==> config.mk <==
export PLATFORM = sky130hd
export DESIGN_NAME = bsort_ctrl
export DESIGN_NICKNAME = d
export VERILOG_FILES = /design/src/rtl/bsort_ctrl.sv
export SDC_FILE = /design/constraint.sdc
export NUM_CORES = 1
export LEC_CHECK = 0
export BUFFER_PORTS_ARGS = -buffer_cell sky130_fd_sc_hd__buf_4
export CAP_MARGIN = 40
export CORE_UTILIZATION = 42
export CTS_CLUSTER_SIZE = 14
export DETAILED_ROUTE_END_ITERATION = 6
export PLACE_DENSITY = 0.78
export SLEW_MARGIN = 20
export SYNTH_ARGS = -nofsm -noshare
export SYNTH_HDL_FRONTEND = slang
export SYNTH_SLANG_ARGS = --single-unit
==> constraint.sdc <==
create_clock -name clk_i -period 2.3 [get_ports clk_i]
set_clock_uncertainty 0.05 [all_clocks]
set_input_delay 0 -clock clk_i [delete_from_list [all_inputs] [get_ports clk_i]]
set_output_delay 0 -clock clk_i [all_outputs]
set_load 0.03 [all_outputs]
==> src/rtl/bsort_ctrl.sv <==
// bsort_ctrl -- sequencing controller for an N-entry bubble-sort datapath.
//
// The block drives a dual-read / dual-write register file. In IDLE it passes
// host writes straight through to write port 0. In SORT it runs one
// compare-swap per cycle over the outer pass loop (i) and the inner compare
// loop (j). It stops early after any pass that made no swaps.
//
// Ports:
//   clk_i            single clock, rising edge
//   reset_i          synchronous, active-high
//   start_i          begin a sort (sampled in IDLE only)
//   load_i           host write strobe (honoured in IDLE only, wins over start)
//   addr_i, din_i    host write address / data
//   ra0_o, ra1_o     register-file read addresses
//   rd0_i, rd1_i     register-file read data (combinational, same cycle)
//   we0_o/wa0_o/wd0_o  write port 0
//   we1_o/wa1_o/wd1_o  write port 1
//   busy_o           high while sorting
//   done_o           sticky completion flag
//   pass_o           current outer-pass index i
module bsort_ctrl #(
  parameter int N       = 8,
  parameter int DW      = 8,
  parameter int AW      = 3,
  parameter bit DESCEND = 1'b0
) (
  input  logic          clk_i,
  input  logic          reset_i,
  input  logic          start_i,
  input  logic          load_i,
  input  logic [AW-1:0] addr_i,
  input  logic [DW-1:0] din_i,
  output logic [AW-1:0] ra0_o,
  output logic [AW-1:0] ra1_o,
  input  logic [DW-1:0] rd0_i,
  input  logic [DW-1:0] rd1_i,
  output logic          we0_o,
  output logic [AW-1:0] wa0_o,
  output logic [DW-1:0] wd0_o,
  output logic          we1_o,
  output logic [AW-1:0] wa1_o,
  output logic [DW-1:0] wd1_o,
  output logic          busy_o,
  output logic          done_o,
  output logic [AW-1:0] pass_o
);

  typedef enum logic {IDLE, SORT} state_e;

  // Index of the last outer pass. It is also the final j of pass 0.
  localparam logic [AW-1:0] LastIdx = AW'(N - 2);

  state_e        state_q, state_d;
  logic [AW-1:0] i_q, i_d;
  logic [AW-1:0] j_q, j_d;
  logic          swapped_q, swapped_d;
  logic          done_q, done_d;

  logic          swapNow;
  logic          endOfPass;
  logic          lastPass;

  // Compare of the current neighbour pair. Equal values never swap, so the
  // sort stays stable. The sort direction is fixed at elaboration time.
  always_comb begin
    swapNow = 1'b0;
    if (state_q == SORT) begin
      swapNow = DESCEND ? (rd0_i < rd1_i) : (rd0_i > rd1_i);
    end
  end

  // Pass i compares j = 0 .. N-2-i; the last pass has a single compare.
  assign endOfPass = (j_q == (LastIdx - i_q));
  assign lastPass  = (i_q == LastIdx);

  // State register. Reset is synchronous and returns to an idle, cleared
  // controller. The array itself is owned by the register file.
  always_ff @(posedge clk_i) begin
    if (reset_i) begin
      state_q   <= IDLE;
      i_q       <= '0;
      j_q       <= '0;
      swapped_q <= 1'b0;
      done_q    <= 1'b0;
    end else begin
      state_q   <= state_d;
      i_q       <= i_d;
      j_q       <= j_d;
      swapped_q <= swapped_d;
      done_q    <= done_d;
    end
  end

  // Next-state logic. In IDLE a load beats a start.
  // In SORT, the swap made this cycle also counts toward the decision to
  // run another pass, because swapped_q has not yet captured it.
  always_comb begin
    state_d   = state_q;
    i_d       = i_q;
    j_d       = j_q;
    swapped_d = swapped_q;
    done_d    = done_q;
    unique case (state_q)
      IDLE: begin
        if (load_i) begin
          done_d = 1'b0;
        end else if (start_i) begin
          state_d   = SORT;
          i_d       = '0;
          j_d       = '0;
          swapped_d = 1'b0;
          done_d    = 1'b0;
        end
      end
      SORT: begin
        if (endOfPass) begin
          if (lastPass || !(swapped_q || swapNow)) begin
            state_d = IDLE;
            done_d  = 1'b1;
          end else begin
            i_d       = i_q + AW'(1);
            j_d       = '0;
            swapped_d = 1'b0;
          end
        end else begin
          j_d       = j_q + AW'(1);
          swapped_d = swapped_q | swapNow;
        end
      end
      default: state_d = IDLE;
    endcase
  end

  // Output logic. The register file reads combinationally, so the
  // compare-swap write-back lands on the same edge. The next compare then
  // sees the moved value at j+1. Reset masks every write enable so that a
  // reset in mid-sort leaves a consistent permutation in the array.
  always_comb begin
    ra0_o = '0;
    ra1_o = AW'(1);
    we0_o = 1'b0;
    wa0_o = '0;
    wd0_o = '0;
    we1_o = 1'b0;
    wa1_o = '0;
    wd1_o = '0;
    unique case (state_q)
      IDLE: begin
        if (load_i) begin
          we0_o = 1'b1;
          wa0_o = addr_i;
          wd0_o = din_i;
        end
      end
      SORT: begin
        ra0_o = j_q;
        ra1_o = j_q + AW'(1);
        if (swapNow) begin
          we0_o = 1'b1;
          wa0_o = j_q;
          wd0_o = rd1_i;
          we1_o = 1'b1;
          wa1_o = j_q + AW'(1);
          wd1_o = rd0_i;
        end
      end
      default: ;
    endcase
    we0_o = we0_o & ~reset_i;
    we1_o = we1_o & ~reset_i;
  end

  assign busy_o = (state_q == SORT);
  assign done_o = done_q;
  assign pass_o = i_q;

endmodule

==> results of run 1 <==
power groups by stage:
stage	logic, uW	registers (uW)	clock network (uW)
after floorplan	142	171	0
after global placement	244	169	0
after detailed placement	250	169	0
after CTS	252	166	120
after global routing	276	166	130
final	255	166	119
per-layer routing:
layer  vias to the layer above  wire length, um
met5                         -                0
met4                         0               49
met3                         6              130
met2                        39             1619
met1                       583             1383
li1                        607                -
sequential cells by signal (all words and copies together) (netlist names):
signal / flops
j_q: 3
pass_o: 3
busy_o: 1
done_o: 1
swapped_q: 1
kinds of logic (layout without fill, tap and decap cells):
| group | Yosys count | in the layout | synth area share (%) |
|---|---|---|---|
| buf+inv | 16 | 85 | 6.187 |
| fa+ha+maj | 11 | 11 | 13.61 |
| compound gates | 39 | 39 | 30.82 |
| simple gates | 50 | 50 | 26.61 |
| xor+xnor | 4 | 4 | 4.951 |
| flops | 9 | 9 | 17.82 |
final cells by class:
cell class,count,area (um2)
multi-input cells,104,768.2
fillers,197,654.4
repair buffers,70,528.0
flip-flops and latches,9,180.2
inverters,11,41.29
well taps,28,35.03
clock buffers,4,26.28
synth_stat cells:
cell type  count
and2_1        13
ha_1          11
inv_1         11
nand2_1       11
nor2_1        11
a22o_1        10
dfxtp_1        9
a21oi_1        7
o21ai_0        5
nor2b_1        4
a32oi_1        3
clkbuf_1       3
nand3_1        3
a221oi_1       2
a32o_1         2
and4_1         2
xnor2_1        2
a21boi_0       1
a21o_1         1
a21oi_2        1
a22o_2         1
a31o_4         1
a31oi_1        1
and2_2         1
and2b_1        1
and3_4         1
and3b_1        1
buf_2          1
clkbuf_2       1
nand3b_1       1
nor3_1         1
o211a_1        1
o211ai_1       1
o21ai_2        1
o21ai_4        1
xor2_1         1
xor3_1         1
worst max path at each step:
stage	start	endpoint	slack [ns]
after floorplan	pass_o[0]$_SDFFE_PP0P_	j_q[1]$_SDFFE_PP0P_	0.37
after global placement	pass_o[0]$_SDFFE_PP0P_	pass_o[1]$_SDFFE_PP0P_	0.49
after detailed placement	pass_o[0]$_SDFFE_PP0P_	pass_o[1]$_SDFFE_PP0P_	0.39
after CTS	pass_o[0]$_SDFFE_PP0P_	j_q[2]$_SDFFE_PP0P_	0.38
after global routing	pass_o[0]$_SDFFE_PP0P_	pass_o[0]$_SDFFE_PP0P_	0.22
final	pass_o[0]$_SDFFE_PP0P_	pass_o[1]$_SDFFE_PP0P_	0.37
worst max-delay path, delay by kind of cell, from the launching register on:
| family | cells | cell delay (ns) |
|---|---|---|
| and+or+nand+nor | 2 | 0.33 |
| adders and majority gates | 1 | 0.33 |
| xor gates and xnor gates | 1 | 0.28 |
| DFF | 1 | 0.43 |
| AOI/OAI and AO/OA | 2 | 0.32 |
| buffers and inverters | 1 | 0.07 |
per-stage QoR:
step / utilization, % / std cells / hold slack, ns
2_1_floorplan: - / 129 / 0.1489
3_3_place_gp: 68.74 / 220 / 0.2181
3_5_place_dp: 68.74 / 220 / 0.2202
4_1_cts: 70.36 / 225 / 0.03915
5_1_grt: 70.70 / 226 / 0.06240
6_report: 70.70 / 226 / 0.03600
==> summary.txt, run 1 <==
Max Buffers Root-to-Sink - 2
Reg power frac - 30.7%
DRT iter0 DRCs - 51
Netlist cell types - 37
Most frequent cells in the layout - buf_4 (69), and2_1 (13)
Post-Place Cell Area - 1535 um2
Clock slew at reported path FFs - 0.05 ns
Post-synthesis sequential element count - 9
CTS tree - built
Synth-to-layout area growth - 56.19%
Pwr Density - 342.1 nW/um2
Top cells by area, synth - dfxtp_1 (18%), ha_1 (14%), a22o_1 (8.7%)
Sw frac - 36.84%
Placer Congestion - 0.9225
H-tree Lvls - 1
Slowest-stage cell, CP - dfxtp_1
Detailed placement HPWL - 2630 um
Inserted Clock Buffers - 3
GRT met3 Usage - 4.167%
DIE WIDTH - 51.06 um
Cell internal pwr - 341.2 uW
Final min period - 1.929 ns
Synthesized area - 1011 um2
Gr usage total - 25.69%
Period utilisation layout - 83.85%
Worst Hold Path Cells - 3
Pin count of the biggest net entering global routing - 17
CTS Hold Bufs - 1
FF-to-FF setup slack - 0.37 ns
Worst-skew pair later-pin latency - 0.26 ns
CP Capture Type - flop
Syn Area/Cell - 7.837 um2
Per-cell routed wire length - 14.08 um
Post-CTS resize count - 0
Max Clock Freq - 518.5 MHz
CP Cell Sequence - inv_1, ha_1, xnor2_1, nand3_1, nand2_1, a21oi_1, a32o_1
RSZ-0062 raised after global routing - no
Vias in the first global route - 1,147
Post-route cell area - 1579 um2
Residual DRC - 0
Worst Reg2Reg Path Length in Cells - 7
Overflow after GRT - 0
Kind of critical path - flop to flop
Std-Cell Rows - 17
Die footprint - 2607 um2
Crit-path max cell delay - 0.43 ns
Status - completed
Least-Margin Pin Slew - 0.4006 ns
Share of layout cells above drive strength 1 - 39.90%
Final setup vio count - 0
Comb pwr share - 47.2%
GR peak layer - met2
Vias/cell - 5.465
Worst slew margin - 73.01%
Met2 usage - 45.61%
Ant. Diodes - 0
Slew Limit Fails - 0
Core Area - 2233 um2
Fin Setup TNS - 0 ns
Initial core utilization - 45.27%
RR Startpoint - pass_o[0]$_SDFFE_PP0P_
Final ANT Viol Nets - 0
Setup ws final - 0.3714 ns
Met1 Use GR - 32.31%
Initial antenna violation count - 0
Cells after Synth - 129
IO Pins - 66
Count of nets after finishing - 241
Clk sinks - 9
Critical Path Start Type - flop
Setup WS pre-CTS - 0.3901 ns
Mapped Nets - 171
Max_cap viols - 0
Hold_sp - start_i
Critical path arrival - 2.02 ns
Leading area contributor after synthesis - dfxtp_1
First-pass GRT wire length - 5175 um
FF-to-FF End - pass_o[1]$_SDFFE_PP0P_
Setup Buffers After CTS - 0
Critical Path RT - 2.40 ns
Worst Hold Endpoint - swapped_q$_SDFFE_PP0P_
Psw - 199.0 uW
Die Y - 51.06 um
Static leakage power - 0.0008499 uW
Final hold vios - 0
Top-area cell type share of the netlist area - 17.82%
Worst min-delay path class - input pin to flop
Vias - 1,235
Worst VDD drop - 0.0004214 V
IO Port Bufs - 65
Root Buffer - clkbuf_4
Post-layout power - 540.2 uW
Sequential share of the synthesized area - 17.82%
Clock Power Share - 22.1%
Crit path max fanout - 6
Routed wire length - 3182 um
Leading cell type in the layout, fill and taps excluded - buf_4
Synth Warn # - 0
Drt first pass iters - 5
(Power assumes the default switching activity.)
==> inputs of run 2 (changes only) <==
Clock period 2.3 ns to 2 ns, I/O delays scaled along.
==> summary.txt, run 2 (synthesis gave the netlist of run 1 again) <==
Ant. Diodes - 0
Critical Path Start Type - flop
Sw frac - 36.88%
IO Pins - 66
DRT iter0 DRCs - 31
Least-Margin Pin Slew - 0.3730 ns
Cell internal pwr - 394.8 uW
Per-cell routed wire length - 13.76 um
Max Buffers Root-to-Sink - 2
Detailed placement HPWL - 2628 um
Residual DRC - 0
Gr usage total - 23.69%
Count of nets after finishing - 242
Static leakage power - 0.0008693 uW
Comb pwr share - 47.3%
Slew Limit Fails - 0
Die footprint - 2607 um2
Vias in the first global route - 1,064
Initial core utilization - 45.27%
CP Cell Sequence - inv_1, ha_1, xnor2_2, and3_4, a31o_4, a32oi_1, nor2_1
Worst slew margin - 74.87%
Placer Congestion - 0.9684
CTS tree - built
Die Y - 51.06 um
Crit-path max cell delay - 0.39 ns
CP Capture Type - flop
Psw - 230.6 uW
Post-route cell area - 1602 um2
Reg power frac - 30.6%
Worst min-delay path class - input pin to flop
Clk sinks - 9
Clock slew at reported path FFs - 0.06 ns
Pwr Density - 390.5 nW/um2
Final ANT Viol Nets - 0
Synth-to-layout area growth - 58.42%
Max_cap viols - 0
Core Area - 2233 um2
Drt first pass iters - 4
Worst VDD drop - 0.0004001 V
Most frequent cells in the layout - buf_4 (70), and2_1 (13)
Final hold vios - 0
Share of layout cells above drive strength 1 - 41.71%
Period utilisation layout - 89.55%
IO Port Bufs - 65
Pin count of the biggest net entering global routing - 17
Final setup vio count - 0
Critical path arrival - 1.89 ns
Worst-skew pair later-pin latency - 0.26 ns
Status - completed
Setup WS pre-CTS - 0.1294 ns
DIE WIDTH - 51.06 um
Initial antenna violation count - 0
Crit path max fanout - 6
Fin Setup TNS - 0 ns
Critical Path RT - 2.10 ns
Inserted Clock Buffers - 3
Max Clock Freq - 558.3 MHz
Routed wire length - 3124 um
Vias/cell - 5.300
RSZ-0062 raised after global routing - no
Overflow after GRT - 0
H-tree Lvls - 1
CP bufs+invs - 1
Crit path max-delay family - compound AO/OA/AOI/OAI gates
Vias - 1,203
Clock Power Share - 22.1%
Kind of critical path - flop to flop
Std-Cell Rows - 17
Leading cell type in the layout, fill and taps excluded - buf_4
Root Buffer - clkbuf_4
Final min period - 1.791 ns
First-pass GRT wire length - 4712 um
Post-Place Cell Area - 1550 um2
Setup ws final - 0.2090 ns
Slowest-stage cell, CP - dfxtp_2
[run 2: metrics by stage]
step                cells  util, %  hold WS, ns  total power [uW]
finish                227    71.71      0.04755             625.4
global route          227    71.71      0.07573             655.5
CTS                   227    71.04      0.04996             623.7
detailed placement    222    69.41       0.2233             486.8
global placement      222    69.41       0.2167             478.6
floorplan             129        -       0.1489             360.2
[run 2: final timing paths]
path                            slack (ns)              startpoint                     end  depth (start not counted)
worst max-delay path                  0.21  pass_o[0]$_SDFFE_PP0P_     j_q[1]$_SDFFE_PP0P_                          7
worst min-delay path                  0.05                 start_i  swapped_q$_SDFFE_PP0P_                          3
worst max register to register        0.21  pass_o[0]$_SDFFE_PP0P_     j_q[1]$_SDFFE_PP0P_                          7
worst min register to register        0.47     done_o$_SDFFE_PP0P_     done_o$_SDFFE_PP0P_                          2
[run 2: what timing repair did]
item	4_1_cts	5_1_grt
hold buffers	1	0
setup endpoints to repair	0	6
buffers inserted	0	0
resized for setup	0	3
hold endpoints to repair	5	0
[run 2: cell type report]
class	count	area, um2
multi-input combinational	104	782.0
fill	181	631.9
timing repair buffer	71	535.5
sequential	9	181.4
inverter	11	41.29
tap	28	35.03
clock buffer	4	26.28
[run 2: power by group through the flow]
stage	Combinational (uW)	Clock (uW)	Sequential (uW)
4_1_cts	294	139	191
6_report	296	138	192
3_5_place_dp	291	0	195
5_1_grt	316	147	192
3_3_place_gp	284	0	195
2_1_floorplan	164	0	196
[run 2: worst register-to-register path, stage by stage (launching register included)]
cell	delay (ns)
dfxtp_2	0.39
inv_1	0.06
ha_1	0.34
xnor2_2	0.17
and3_4	0.18
a31o_4	0.26
a32oi_1	0.19
nor2_1	0.05
[run 2: metal layers]
layer	vias to the layer above	wire [um]	track usage (%)
met5	-	0	0
met4	0	46	3.241
met3	7	184	5.060
met2	47	1568	41.89
met1	546	1325	29.78
li1	603	-	-
